===== config.mk =====
export PLATFORM = sky130hd
export DESIGN_NAME = kernel_accum_flat
export DESIGN_NICKNAME = d
export VERILOG_FILES = /design/src/rtl/kernel_accum_if.sv /design/src/rtl/kernel_accum.sv /design/src/flat_wrapper.sv
export SDC_FILE = /design/constraint.sdc
export NUM_CORES = 1
export LEC_CHECK = 0
export BUFFER_PORTS_ARGS = -buffer_cell sky130_fd_sc_hd__buf_2
export CORE_ASPECT_RATIO = 1.1
export CORE_MARGIN = 2
export CORE_UTILIZATION = 44
export CTS_BUF_LIST = sky130_fd_sc_hd__clkbuf_4 sky130_fd_sc_hd__clkbuf_8
export CTS_CLUSTER_DIAMETER = 50
export DETAILED_ROUTE_END_ITERATION = 10
export PLACE_DENSITY_LB_ADDON = 0.25
export SLEW_MARGIN = 10
export SYNTH_ARGS = -nofsm -noshare
export SYNTH_HDL_FRONTEND = slang
export SYNTH_SLANG_ARGS = --single-unit

===== constraint.sdc =====
create_clock -name clk -period 1.9 [get_ports clk]
set_input_delay 0.19 -clock clk [delete_from_list [all_inputs] [get_ports clk]]
set_output_delay 0.19 -clock clk [all_outputs]
set_load 0.01 [all_outputs]

===== src/rtl/kernel_accum_if.sv =====
// kernel_accum_if: handshake and result bundle between the neighbour
// sequencer/accumulator and its user.
//   start     : request a new 8-neighbour pass (user -> block)
//   ready     : block is idle and will accept start (block -> user)
//   select    : demux select code, [0:3] with bit 0 as MSB (block -> demux)
//   k_d       : neighbour value for the current select (demux -> block)
//   out_valid : one-cycle pulse, results valid (block -> user)
//   sum       : neighbour sum of the last pass
//   max_val   : largest neighbour value of the last pass
//   max_sel   : select code where max_val first occurred
interface kernel_accum_if #(
  parameter int DW = 4,
  parameter int SW = 7
);
  logic          start;
  logic          ready;
  logic [0:3]    select;
  logic [DW-1:0] k_d;
  logic          out_valid;
  logic [SW-1:0] sum;
  logic [DW-1:0] max_val;
  logic [3:0]    max_sel;

  modport master (
    output start, k_d,
    input  ready, select, out_valid, sum, max_val, max_sel
  );

  modport slave (
    input  start, k_d,
    output ready, select, out_valid, sum, max_val, max_sel
  );
endinterface


===== src/rtl/kernel_accum.sv =====
// kernel_accum: steps the kernel neighbour demux through select codes
// 1..NCODES, one per clock, accumulating the returned k_d values and
// tracking the largest value and its first select code.
//   clk : rising-edge clock
//   rst : asynchronous active-high reset
//   bus : kernel_accum_if slave modport (start/ready handshake, demux
//         select and k_d return, out_valid pulse with sum/max results)
//
// state | meaning
// ------+-----------------------------------------------------------
// IDLE  | ready=1, select=0, waiting for start
// RUN   | select=1..NCODES, one neighbour sampled and summed per edge
// DONE  | out_valid pulse for one cycle, then back to IDLE
module kernel_accum #(
  parameter int DW     = 4,
  parameter int SW     = 7,
  parameter int NCODES = 8
) (
  input  logic          clk,
  input  logic          rst,
  kernel_accum_if.slave bus
);

  typedef enum logic [1:0] {IDLE, RUN, DONE} state_t;

  localparam logic [3:0] LAST_SEL = 4'(NCODES);

  state_t        state_q, state_d;
  logic          ready_q, ready_d;
  logic [0:3]    select_q, select_d;
  logic          out_valid_q, out_valid_d;
  logic [SW-1:0] acc_q, acc_d;
  logic [DW-1:0] run_max_q, run_max_d;
  logic [3:0]    run_sel_q, run_sel_d;
  logic [SW-1:0] sum_q, sum_d;
  logic [DW-1:0] max_val_q, max_val_d;
  logic [3:0]    max_sel_q, max_sel_d;

  always_comb begin
    state_d     = state_q;
    ready_d     = ready_q;
    select_d    = select_q;
    out_valid_d = out_valid_q;
    acc_d       = acc_q;
    run_max_d   = run_max_q;
    run_sel_d   = run_sel_q;
    sum_d       = sum_q;
    max_val_d   = max_val_q;
    max_sel_d   = max_sel_q;

    case (state_q)
      IDLE: begin
        if (bus.start) begin
          state_d  = RUN;
          ready_d  = 1'b0;
          select_d = 4'd1;
          acc_d    = '0;
        end
      end

      RUN: begin
        acc_d = acc_q + SW'(bus.k_d);
        // First code seeds the max; later codes must be strictly larger,
        // so ties keep the lowest select code.
        if ((select_q == 4'd1) || (bus.k_d > run_max_q)) begin
          run_max_d = bus.k_d;
          run_sel_d = select_q;
        end
        if (select_q == LAST_SEL) begin
          sum_d       = acc_d;
          max_val_d   = run_max_d;
          max_sel_d   = run_sel_d;
          select_d    = 4'd0;
          out_valid_d = 1'b1;
          state_d     = DONE;
        end else begin
          select_d = select_q + 4'd1;
        end
      end

      DONE: begin
        out_valid_d = 1'b0;
        ready_d     = 1'b1;
        state_d     = IDLE;
      end

      default: begin
        state_d     = IDLE;
        ready_d     = 1'b1;
        select_d    = 4'd0;
        out_valid_d = 1'b0;
      end
    endcase
  end

  always_ff @(posedge clk or posedge rst) begin
    if (rst) begin
      state_q     <= IDLE;
      ready_q     <= 1'b1;
      select_q    <= 4'd0;
      out_valid_q <= 1'b0;
      acc_q       <= '0;
      run_max_q   <= '0;
      run_sel_q   <= 4'd0;
      sum_q       <= '0;
      max_val_q   <= '0;
      max_sel_q   <= 4'd0;
    end else begin
      state_q     <= state_d;
      ready_q     <= ready_d;
      select_q    <= select_d;
      out_valid_q <= out_valid_d;
      acc_q       <= acc_d;
      run_max_q   <= run_max_d;
      run_sel_q   <= run_sel_d;
      sum_q       <= sum_d;
      max_val_q   <= max_val_d;
      max_sel_q   <= max_sel_d;
    end
  end

  assign bus.ready     = ready_q;
  assign bus.select    = select_q;
  assign bus.out_valid = out_valid_q;
  assign bus.sum       = sum_q;
  assign bus.max_val   = max_val_q;
  assign bus.max_sel   = max_sel_q;

endmodule


===== src/flat_wrapper.sv =====
// flat-port wrapper written by rule: the top's interface ports become plain ports
module kernel_accum_flat 
#(
  parameter int DW     = 4,
  parameter int SW     = 7,
  parameter int NCODES = 8
)
  (clk, rst, bus_start, bus_k_d, bus_ready, bus_select, bus_out_valid, bus_sum, bus_max_val, bus_max_sel);
  kernel_accum_if #(.DW(DW), .SW(SW)) bus_i ();
  input  logic clk;
  input  logic rst;
  input wire logic [$bits(bus_i.start)-1:0] bus_start;
  input wire logic [$bits(bus_i.k_d)-1:0] bus_k_d;
  output wire logic [$bits(bus_i.ready)-1:0] bus_ready;
  output wire logic [$bits(bus_i.select)-1:0] bus_select;
  output wire logic [$bits(bus_i.out_valid)-1:0] bus_out_valid;
  output wire logic [$bits(bus_i.sum)-1:0] bus_sum;
  output wire logic [$bits(bus_i.max_val)-1:0] bus_max_val;
  output wire logic [$bits(bus_i.max_sel)-1:0] bus_max_sel;
  assign bus_i.start = bus_start;
  assign bus_i.k_d = bus_k_d;
  assign bus_ready = bus_i.ready;
  assign bus_select = bus_i.select;
  assign bus_out_valid = bus_i.out_valid;
  assign bus_sum = bus_i.sum;
  assign bus_max_val = bus_i.max_val;
  assign bus_max_sel = bus_i.max_sel;
  kernel_accum #(.DW(DW), .SW(SW), .NCODES(NCODES)) u_core (.clk(clk), .rst(rst), .bus(bus_i));
endmodule

==> summary.md <==
| Metric | Value |
|---|---|
| Outcome | complete, but fails checks |
| Failing checks | hold timing |
| DP HPWL | 2620 µm |
| Num CTS Buffers | 5 |
| Area after DPL | 2170 µm² |
| Startpoint type of the worst setup path | register |
| Placer Congestion | 0.827 |
| Row count | 25 |
| Clock transition at the registers of the reported paths | 0.07 ns |
| Syn_nets | 210 |
| #FFs+latches synth | 38 |
| Die Footprint | 4940 µm² |
| Max IR drop VDD | 957 µV |
| Initial Util | 45.5% |
| Worst Hold Class | in2async |
| H-tree lvl count | 2 |
| Area grow syn2layout | 24.4% |
| WHS | -0.00376 ns |
| WP data required | 2.07 ns |
| Vias in the first global route | 1,322 |
| Synth warn | 0 |
| Worst-case clock buffer depth | 2 |
| Total Wirelength | 3870 µm |
| FFs w/ async S/R, synth | 100% |
| Tot GR Track Use | 17.2% |
| Worst EP arrival | 2.00 ns |
| Layout cell share with drive strength beyond 1 | 33.8% |
| Core ar. | 4250 µm² |
| Final Hold Violating Endpoints | 4 |
| Drt pass-1 iters | 4 |
| DRC | 0 |
| Initial antenna violation count | 0 |
| Yosys top cell area share | 47.9% |
| Syn Inst Count | 191 |
| Sw Ratio | 38.6% |
| CTS tree | built |
| Final #Nets | 252 |
| Remaining antenna violation count | 0 |
| Mapped Area | 1930 µm² |
| CP max FO | 3 |
| Final setup TNS | 0 ns |
| Hold Buf Count CTS | 0 |
| CTS root buf | clkbuf_8 |
| Largest net degree at the start of global routing | 39 |
| RSZ-0062 raised after global routing | true |
| Flop pwr share | 31.7% |
| Synth cell count leaders | dfrtp_1 (37), nand2_1 (30), o21ai_1 (17) |
| Synth Flop Type | dfrtp_1 |
| Setup Crit Path Kind | reg2reg |
| Sequential area share after synthesis | 49.2% |
| Maxcap violations | 0 |
| Worst Skew | 0.00626 ns |
| Number of diodes | 0 |
| Clock sink count | 38 |
| Ports | 28 |
| Final setup viols | 0 |
| Post-layout instance area | 2410 µm² |
| First-pass GRT wire length | 6280 µm |
| Synth cell types | 40 |
| Congestion Overflow GR | 0 |
| Clock Latency Late Sink | 0.29 ns |
| Switching Power | 1800 µW |
| Clock network power share | 14.8% |
| Internal | 2860 µW |
| Buffers on Ports | 27 |
| Mean Syn Cell Area | 10.1 µm² |
| Fmax | 545 MHz |
| 1st-iter DRT viols | 75 |
| Via count | 1,467 |
| Cell Pwr Density | 1930 nW/µm² |
| Avg WL per Cell | 13.4 µm |
| Synth area leader | dfrtp_1 |
| Die Width | 67.2 µm |
| EDFF count, synth | 0 |
| Top cells by area, synth | dfrtp_1 (48%), ha_1 (7.1%), nand2_1 (5.8%), o21ai_1 (4.4%), mux2i_1 (3.1%) |
| Vias per std cell | 5.09 |
| Relative slew slack | 68.0% |
| Tightest Pin Transition | 0.479 ns |
| DIE HEIGHT | 73.5 µm |
| Cell with the most instances after synthesis | dfrtp_1 |
| Max-slew violations | 0 |
| Final Cycle Share | 96.6% |
| R2R setup slack | 0.06 ns |
| Comb power frac | 53.5% |
| Final total power | 4660 µW |
| Leak Pwr | 0.00119 µW |
| CP Capture Type | register |
| Fin crit period | 1.84 ns |
==> final timing paths <==
kind | startpoint | end | cells after the start
worst max-delay path | u_core.run_max_q[1] | u_core.run_sel_q[1] | 8
worst min-delay path | rst | u_core.bus.sum[2] | 3
worst max register to register | u_core.run_max_q[1] | u_core.run_sel_q[1] | 8
worst min register to register | u_core.bus.max_sel[3] | u_core.bus.max_sel[3] | 2
max in group asynchronous | rst | u_core.bus.ready | 3
min in group clk | bus_k_d[0] | u_core.run_max_q[0] | 2
==> cells by family after synthesis <==
kind of cell    synth area share (%)
mux                             6.02
fa+ha+maj                       8.15
flops                           49.2
compound gates                  14.2
xor+xnor                        2.72
buf+inv                         5.76
simple gates                    13.9
==> cells in the final DEF, fill, tap and decap left out, types with 2 or more instances in the layout <==
| cell type | count |
|---|---|
| clkbuf_8 | 5 |
| ha_4 | 3 |
| nand2_1 | 29 |
| dfrtp_1 | 37 |
| buf_4 | 14 |
| a22o_1 | 3 |
| inv_1 | 13 |
| clkbuf_4 | 2 |
| o21ai_2 | 6 |
| nand2b_1 | 2 |
| inv_2 | 3 |
| xnor2_1 | 4 |
| a21oi_1 | 5 |
| o211ai_1 | 2 |
| o21ai_1 | 14 |
| nand3_1 | 8 |
| nand2_2 | 2 |
| o21ai_0 | 6 |
| nor2_1 | 8 |
| mux2i_1 | 6 |
| buf_2 | 27 |
| xor2_1 | 2 |
| ha_1 | 7 |
| mux2_4 | 4 |
==> layer usage <==
layer | wire length (µm) | vias up | GRT usage [%]
li1 | - | 731 | -
met1 | 1710 | 702 | 23.2
met2 | 1920 | 28 | 26.3
met3 | 180 | 6 | 5.05
met4 | 61 | 0 | 6.12
met5 | 0 | - | 0
==> critical path: stages (launching register included) <==
cell      delay [ns]
dfrtp_1         0.40
inv_2           0.09
ha_4            0.20
nor2b_1         0.13
o211ai_1        0.26
o21ai_2         0.12
buf_6           0.14
nand2_4         0.08
mux2_4          0.30
==> through the flow <==
step	hold WS (ns)	worst slack (ns)	util, %	instances
floorplan	0.322	0.0911	-	191
global placement	0.329	0.0375	50.9	274
detailed placement	0.334	-0.00831	50.9	274
CTS	0.0193	0.0286	53.6	282
global route	0.0471	-0.0651	56.6	288
finish	-0.00376	0.0645	56.6	288
==> sequential cells by signal, indices dropped and copies added, names as in the netlist <==
signal and count:
u_core.acc_q 7, u_core.bus.sum 7, u_core.bus.max_sel 4, u_core.bus.max_val 4, u_core.bus.select 4, u_core.run_max_q 4, u_core.run_sel_q 4, u_core.state_q 2
u_core.bus.out_valid 1, u_core.bus.ready 1
==> area by class of cell <==
| class | instances | area [µm²] |
|---|---|---|
| fill | 404 | 1850 |
| multi-input combinational | 130 | 961 |
| sequential | 38 | 952 |
| timing repair buffer | 42 | 251 |
| clock buffer | 7 | 83.8 |
| tap | 54 | 67.6 |
| inverter | 16 | 60.1 |
| clock inverter | 1 | 30.0 |
==> power by group through the flow <==
stage               Sequential (µW)  Clock [µW]  Combinational, µW
floorplan                      1550           0               1450
global placement               1470           0               2130
detailed placement             1480           0               2160
CTS                            1470         705               2180
global route                   1530         749               2780
finish                         1480         688               2490
==> timing repair <==
| item | in CTS | in global routing |
|---|---|---|
| buffers inserted | 0 | 7 |
| setup endpoints to repair | 1 | 15 |
| pin swaps | 0 | 8 |
| resized for setup | 1 | 20 |
Power figures use the tool's default switching activity.
